**config.mk**
```make
export PLATFORM = sky130hd
export DESIGN_NAME = dcache_load_responder
export DESIGN_NICKNAME = d
export VERILOG_FILES = /design/src/rtl/dcache_load_responder.sv
export SDC_FILE = /design/constraint.sdc
export NUM_CORES = 1
export LEC_CHECK = 0
export CAP_MARGIN = 20
export CELL_PAD_IN_SITES_DETAIL_PLACEMENT = 1
export CELL_PAD_IN_SITES_GLOBAL_PLACEMENT = 2
export CORE_AREA = 4 4 184 186
export DETAILED_ROUTE_END_ITERATION = 10
export DIE_AREA = 0 0 188 190
export GPL_ROUTABILITY_DRIVEN = 0
export PLACE_DENSITY_LB_ADDON = 0.1
export SYNTH_ARGS = -nofsm -noshare
export SYNTH_HDL_FRONTEND = slang
export SYNTH_SLANG_ARGS = --single-unit
```
**constraint.sdc**
```tcl
create_clock -name core_clock_i -period 1.6 [get_ports core_clock_i]
set_input_delay 0.32 -clock core_clock_i [delete_from_list [all_inputs] [get_ports core_clock_i]]
set_output_delay 0.32 -clock core_clock_i [all_outputs]
set_load 0.005 [all_outputs]
```
**src/rtl/dcache_load_responder.sv**
```systemverilog
// Memory-side load responder: 128B line refills and single uncached Gets over a
// 32-bit TileLink-UL-style bus, writing refilled lines into the data/tag arrays.
module dcache_load_responder #(
  parameter int LINE_BEATS = 32
) (
  input  logic        core_clock_i,
  input  logic        core_reset_ni,
  input  logic        dc_req,
  input  logic [31:0] dc_addr,
  input  logic [1:0]  dc_op,
  input  logic        dc_uncached,
  output logic [31:0] dc_data,
  output logic        dc_cmp,
  output logic        a_valid,
  input  logic        a_ready,
  output logic [31:0] a_address,
  output logic [2:0]  a_size,
  input  logic        d_valid,
  output logic        d_ready,
  input  logic [31:0] d_data,
  input  logic        d_denied,
  output logic        bram_wr_en,
  output logic [9:0]  bram_wr_addr,
  output logic [63:0] bram_wr_data,
  output logic        tag_wr_en,
  output logic        tag_wr_way,
  output logic [23:0] tag_wr_line,
  output logic        bus_err_o
);

  localparam int BW = $clog2(LINE_BEATS);
  localparam logic [BW-1:0] LAST_BEAT = BW'(LINE_BEATS - 1);

  typedef enum logic [1:0] {
    IDLE = 2'd0,
    REQ  = 2'd1,
    RESP = 2'd2,
    DONE = 2'd3
  } state_t;

  state_t          state_r, state_s;
  logic [31:0]     addr_r;
  logic [1:0]      op_r;
  logic            unc_r;
  logic            err_r, err_s;
  logic            hold_r;
  logic            victim_r;
  logic [BW-1:0]   beat_r;
  logic [31:0]     low_r;
  logic            accept_s;
  logic            beat_fire_s;

  // Right-justify a byte or halfword from a 32-bit bus word; upper bits zero.
  function automatic logic [31:0] align_load(input logic [31:0] raw,
                                             input logic [1:0]  op,
                                             input logic [1:0]  off);
    logic [31:0] sh;
    logic [31:0] res;
    sh  = 32'd0;
    res = raw;
    case (op)
      2'd0: begin
        sh  = raw >> {off, 3'b000};
        res = {24'd0, sh[7:0]};
      end
      2'd1: begin
        sh  = raw >> {off[1], 4'b0000};
        res = {16'd0, sh[15:0]};
      end
      default: res = raw;
    endcase
    return res;
  endfunction

  always_comb begin
    state_s     = state_r;
    err_s       = err_r;
    accept_s    = 1'b0;
    beat_fire_s = 1'b0;
    case (state_r)
      IDLE: begin
        err_s = 1'b0;
        // hold_r blocks re-accepting the request that just completed
        if (dc_req && !hold_r) begin
          accept_s = 1'b1;
          state_s  = REQ;
        end else begin
          state_s = IDLE;
        end
      end
      REQ: begin
        if (a_valid && a_ready) begin
          state_s = RESP;
        end else begin
          state_s = REQ;
        end
      end
      RESP: begin
        if (d_valid) begin
          beat_fire_s = 1'b1;
          err_s       = err_r | d_denied;
          if (unc_r || (beat_r == LAST_BEAT)) begin
            state_s = DONE;
          end else begin
            state_s = RESP;
          end
        end else begin
          state_s = RESP;
        end
      end
      DONE:    state_s = IDLE;
      default: state_s = IDLE;
    endcase
  end

  always_ff @(posedge core_clock_i or negedge core_reset_ni) begin
    if (!core_reset_ni) begin
      state_r      <= IDLE;
      err_r        <= 1'b0;
      hold_r       <= 1'b0;
      victim_r     <= 1'b0;
      beat_r       <= '0;
      low_r        <= 32'd0;
      addr_r       <= 32'd0;
      op_r         <= 2'd0;
      unc_r        <= 1'b0;
      dc_data      <= 32'd0;
      dc_cmp       <= 1'b0;
      a_valid      <= 1'b0;
      a_address    <= 32'd0;
      a_size       <= 3'd0;
      d_ready      <= 1'b0;
      bram_wr_en   <= 1'b0;
      bram_wr_addr <= 10'd0;
      bram_wr_data <= 64'd0;
      tag_wr_en    <= 1'b0;
      tag_wr_way   <= 1'b0;
      tag_wr_line  <= 24'd0;
      bus_err_o    <= 1'b0;
    end else begin
      state_r    <= state_s;
      err_r      <= err_s;
      hold_r     <= (state_r == DONE);
      a_valid    <= (state_s == REQ);
      d_ready    <= (state_s == RESP);
      dc_cmp     <= (state_s == DONE);
      bus_err_o  <= (state_s == DONE) && err_s;
      tag_wr_en  <= (state_s == DONE) && !unc_r && !err_s;
      bram_wr_en <= beat_fire_s && !unc_r && beat_r[0];
      if (accept_s) begin
        addr_r    <= dc_addr;
        op_r      <= dc_op;
        unc_r     <= dc_uncached;
        beat_r    <= '0;
        a_address <= dc_uncached ? dc_addr : {dc_addr[31:7], 7'd0};
        a_size    <= dc_uncached ? {1'b0, dc_op} : 3'd7;
      end
      // Even beats park in low_r; each odd beat completes one 64-bit word
      if (beat_fire_s && !unc_r) begin
        beat_r <= beat_r + BW'(1);
        if (!beat_r[0]) begin
          low_r <= d_data;
        end else begin
          bram_wr_addr <= {victim_r, addr_r[11:7], beat_r[BW-1:1]};
          bram_wr_data <= {d_data, low_r};
        end
      end
      if (beat_fire_s && unc_r) begin
        dc_data <= d_denied ? 32'd0 : align_load(d_data, op_r, addr_r[1:0]);
      end
      if ((state_s == DONE) && !unc_r) begin
        tag_wr_way  <= victim_r;
        tag_wr_line <= addr_r[30:7];
      end
      if ((state_r == DONE) && !unc_r) begin
        victim_r <= ~victim_r;
      end
    end
  end

endmodule

```
==> results.tsv <==
stage	metric	value	unit
pwr	Final Power	22.2	mW
worst_setup_path	CP Buf/Inv Count	3	
worst_setup_path	Largest delay share family, worst path	buffers and inverters	
worst_setup_path	CP required	2.00	ns
pwr	pwr/cell area	1580	nW/um^2
detailed_routing	Avg WL per Cell	19.6	um
die	io pins	245	
timing	Fin. Hold Viols	0	
final_layout	layout net count	1142	
worst_setup_path	Crit-path slowest cell	dfrtp_1	
worst_setup_path	Reg2Reg Setup Slack	-0.03	ns
timing	period utilization	102	%
global_routing	first-pass GRT wire length	45800	um
final_layout	Fill cells	3428	
timing	RSZ-0062 raised after global routing	yes	
timing	Hold Slack	0.291	ns
global_routing	largest net degree at the start of global routing	46	
outcome	status	finished, violations left	
worst_setup_path	crit start category	register	
die	core box area	32300	sq um
clock_tree	# H-tree levels	1	
global_routing	All-Layer GR Usage	16.1	%
die	Die W	188	um
clock_tree	clock buffer depth	3	
detailed_routing	via count	6797	
detailed_routing	antenna viol nets, final	0	
final_layout	Layout Area Growth over Synthesis	53.3	%
timing	Slew headroom	50.5	%
worst_setup_path	critical path class	reg -> reg	
detailed_routing	vias per std cell	4.45	
worst_setup_path	most used cell, CP	buf_12	
outcome	failing checks	negative setup slack	
pwr	clock power share	28.0	%
clock_tree	clk sink count	219	
worst_setup_path	crit path DAT	2.04	ns
run	Max Cap Viol	0	
synthesis	area share of the largest cell type after synthesis	59.5	%
die	Initial Util	28.5	%
worst_setup_path	CP endpoint kind	register	
clock_tree	clk root buf	clkbuf_16	
synthesis	largest area contributor in the netlist	dfrtp_1	
timing	Slew @ Worst Pin	0.741	ns
synthesis	register area share after synthesis	59.5	%
global_routing	met3 GRT Util	5.05	%
synthesis	number of synthesized flops with an enable pin	0	
clock_tree	worst skew pair latency	0.54	ns
pwr	LEAKAGE	7.51	nW
clock_tree	CTS tree	done	
synthesis	Synth area leaders	dfrtp_1 60%, mux2_2 14%, nand2_1 5.5%	
detailed_routing	DR DRC count	0	
global_routing	initial antenna violation count	1	
global_routing	GR Layer Usage met1	20.9	%
final_layout	final core occ	43.7	%
pwr	Sw Ratio	30.4	%
placement	dpl hpwl	21200	um
worst_setup_path	RR Startpoint	state_r[0]	
global_routing	vias in the first global route	7471	
pwr	Logic pwr share	34.0	%
synthesis	Synth Warn #	0	
worst_setup_path	Reg2Reg Depth	6	
synthesis	asr flop ratio synth	100	%
clock_tree	clock slew at reported path FFs	0.06	ns
worst_setup_path	critical-path cell list	and4bb_1 > buf_6 > buf_12 > nand2_8 > buf_12 > mux2_4	
min_path	Hold Path Class	in -> async	
final_layout	fraction of layout cells with a size suffix above 1	31.7	%
die	# rows	66	
global_routing	grt peak-use layer	met2	
detailed_routing	DRT Wirelength	30000	um
worst_setup_path	r2r endpoint	tag_wr_line[15]	
clock_tree	TritonCTS Buffers	27	
timing	Final Worst Setup Slack	-0.0343	ns
detailed_routing	DR pass1 iterations	6	
worst_setup_path	crit-path max cell delay	0.39	ns
synthesis	Syn Inst Count	733	
pwr	Power Internal	15.5	mW
pwr	Psw	6.76	mW
synthesis	Mean Syn Cell Area	12.6	sq um
synthesis	Yosys reg bits	219	
timing	Max Slew Vio Count	0	
timing	final setup fails	25	
pwr	Reg power frac	38.0	%
global_routing	Overflow after GRT	0	
synthesis	Cell Area, Synth	9210	sq um
synthesis	dominant synthesized flop cell	dfrtp_1	
timing	f_max	612	MHz
synthesis	syn_nets	808	
pwr	Max rail drop VDD	0.685	mV
die	Die Y	190	um
die	Die ar.	35700	sq um
timing	clock skew	0.0200	ns
timing	Final min period	1.63	ns
detailed_routing	Initial DRC Count	208	
final_layout	ANT cells	0	
worst_setup_path	critical path fanouts, max	7	
synthesis	Distinct cells, synth	42	
global_routing	GR Util met2	26.9	%
placement	I/O Buffers	244	
-- cell type report --
cell class	count	area (sq um)	area share (%)
sequential	219	5480	38.8
tap	442	553	3.92
timing repair buffer	374	3640	25.8
clock inverter	5	50.0	0.355
multi-input combinational	441	3520	24.9
inverter	4	15.0	0.106
clock buffer	44	860	6.09
-- sequential cells by signal (all words and copies together) (netlist names), 2 cells and up --
signal and cells:
beat_r 5, low_r 32, addr_r 2, a_address 32, dc_data 32, bram_wr_data 64, tag_wr_line 24, a_size 3
bram_wr_addr 10, op_r 2, state_r 2
-- metrics by stage --
stage               setup TNS [ns]  cells  area [sq um]  worst slack, ns
floorplan                    -2.24    733          9240          -0.0536
global placement            -54.22   1445         12700           -0.382
detailed placement          -56.48   1445         12700           -0.403
CTS                         -0.298   1522         13800          -0.0302
global route                 -3.74   1529         14100          -0.0794
finish                      -0.284   1529         14100          -0.0343
-- cells in the final DEF (no fill, tap or decap), types with 8 or more instances in the layout --
master	synthesis	layout
o21ai_0	12	10
buf_4	26	91
nor2_1	22	21
nor2b_1	13	12
buf_6	8	9
dfrtp_1	219	219
mux2i_1	9	9
a22oi_1	8	8
clkbuf_8	0	12
nand2_1	136	125
nand2b_1	9	9
mux2_4	29	45
dlygate4sd2_1	0	169
clkbuf_16	0	31
mux2_2	111	95
buf_12	0	21
clkdlybuf4s50_1	0	71
nand3_1	25	24
and3b_1	9	9
a31oi_1	11	10
a211o_1	8	8
-- routing by layer --
| layer | part of all wire [%] | routed length [um] |
|---|---|---|
| met1 | 45 | 13400 |
| met5 | 0.043 | 13 |
| met2 | 47 | 14100 |
| met4 | 1.3 | 383 |
| met3 | 7.0 | 2120 |
-- repair_timing --
item,CTS,global route
setup endpoints to repair,248,97
endpoints found under the hold margin,37,0
buffers inserted,26,3
resized for setup,197,49
hold buffers,1,0
gates cloned,2,4
pin swaps,2,17
-- power by group through the flow --
stage / clock [mW] / sequential (mW) / combinational [mW]
finish: 6.22 / 8.46 / 7.56
global route: 6.63 / 8.72 / 8.33
CTS: 6.42 / 8.48 / 7.35
detailed placement: 0 / 8.67 / 7.72
global placement: 0 / 8.64 / 7.63
floorplan: 0 / 8.42 / 3.55
-- worst max-delay path by stage --
stage	start	end	slack [ns]	cells past startpoint
2_1_floorplan	state_r[0]	low_r[10]	-0.05	6
3_3_place_gp	d_valid	bram_wr_data[60]	-0.38	6
3_5_place_dp	d_valid	bram_wr_data[28]	-0.40	6
4_1_cts	unc_r	tag_wr_line[18]	-0.03	6
5_1_grt	state_r[0]	tag_wr_line[15]	-0.08	6
6_report	state_r[0]	tag_wr_line[15]	-0.03	6
-- cells in the mapped netlist (2+ instances only) --
library cell and count:
a211oi_1 8, nor2_1 22, a211o_1 8, mux2_4 29, dfrtp_1 219, nand3_1 25
mux2_2 111, ha_1 2, a21oi_1 8, mux2i_1 9, a22oi_1 8, buf_6 8
clkbuf_1 21, and2_1 2, inv_1 3, and3b_1 9, o21ai_0 12, nor2b_1 13
nand2b_1 9, buf_4 26, a22o_1 3, a31oi_1 11, buf_2 13, nand2_1 136
-- worst register-to-register path: cells and delay by family (launching register included) --
| family | cells | cell delay (ns) |
|---|---|---|
| and+or+nand+nor | 2 | 0.39 |
| muxes | 1 | 0.30 |
| DFF | 1 | 0.39 |
| buffers and inverters | 3 | 0.42 |
-- cell families after synthesis --
family	synth area share [%]
xor+xnor	0.190
buf+inv	4.87
simple gates	11.2
flops	59.5
mux	19.3
fa+ha+maj	0.272
compound gates	4.62
Note: power is estimated with default switching activity, not from simulation.
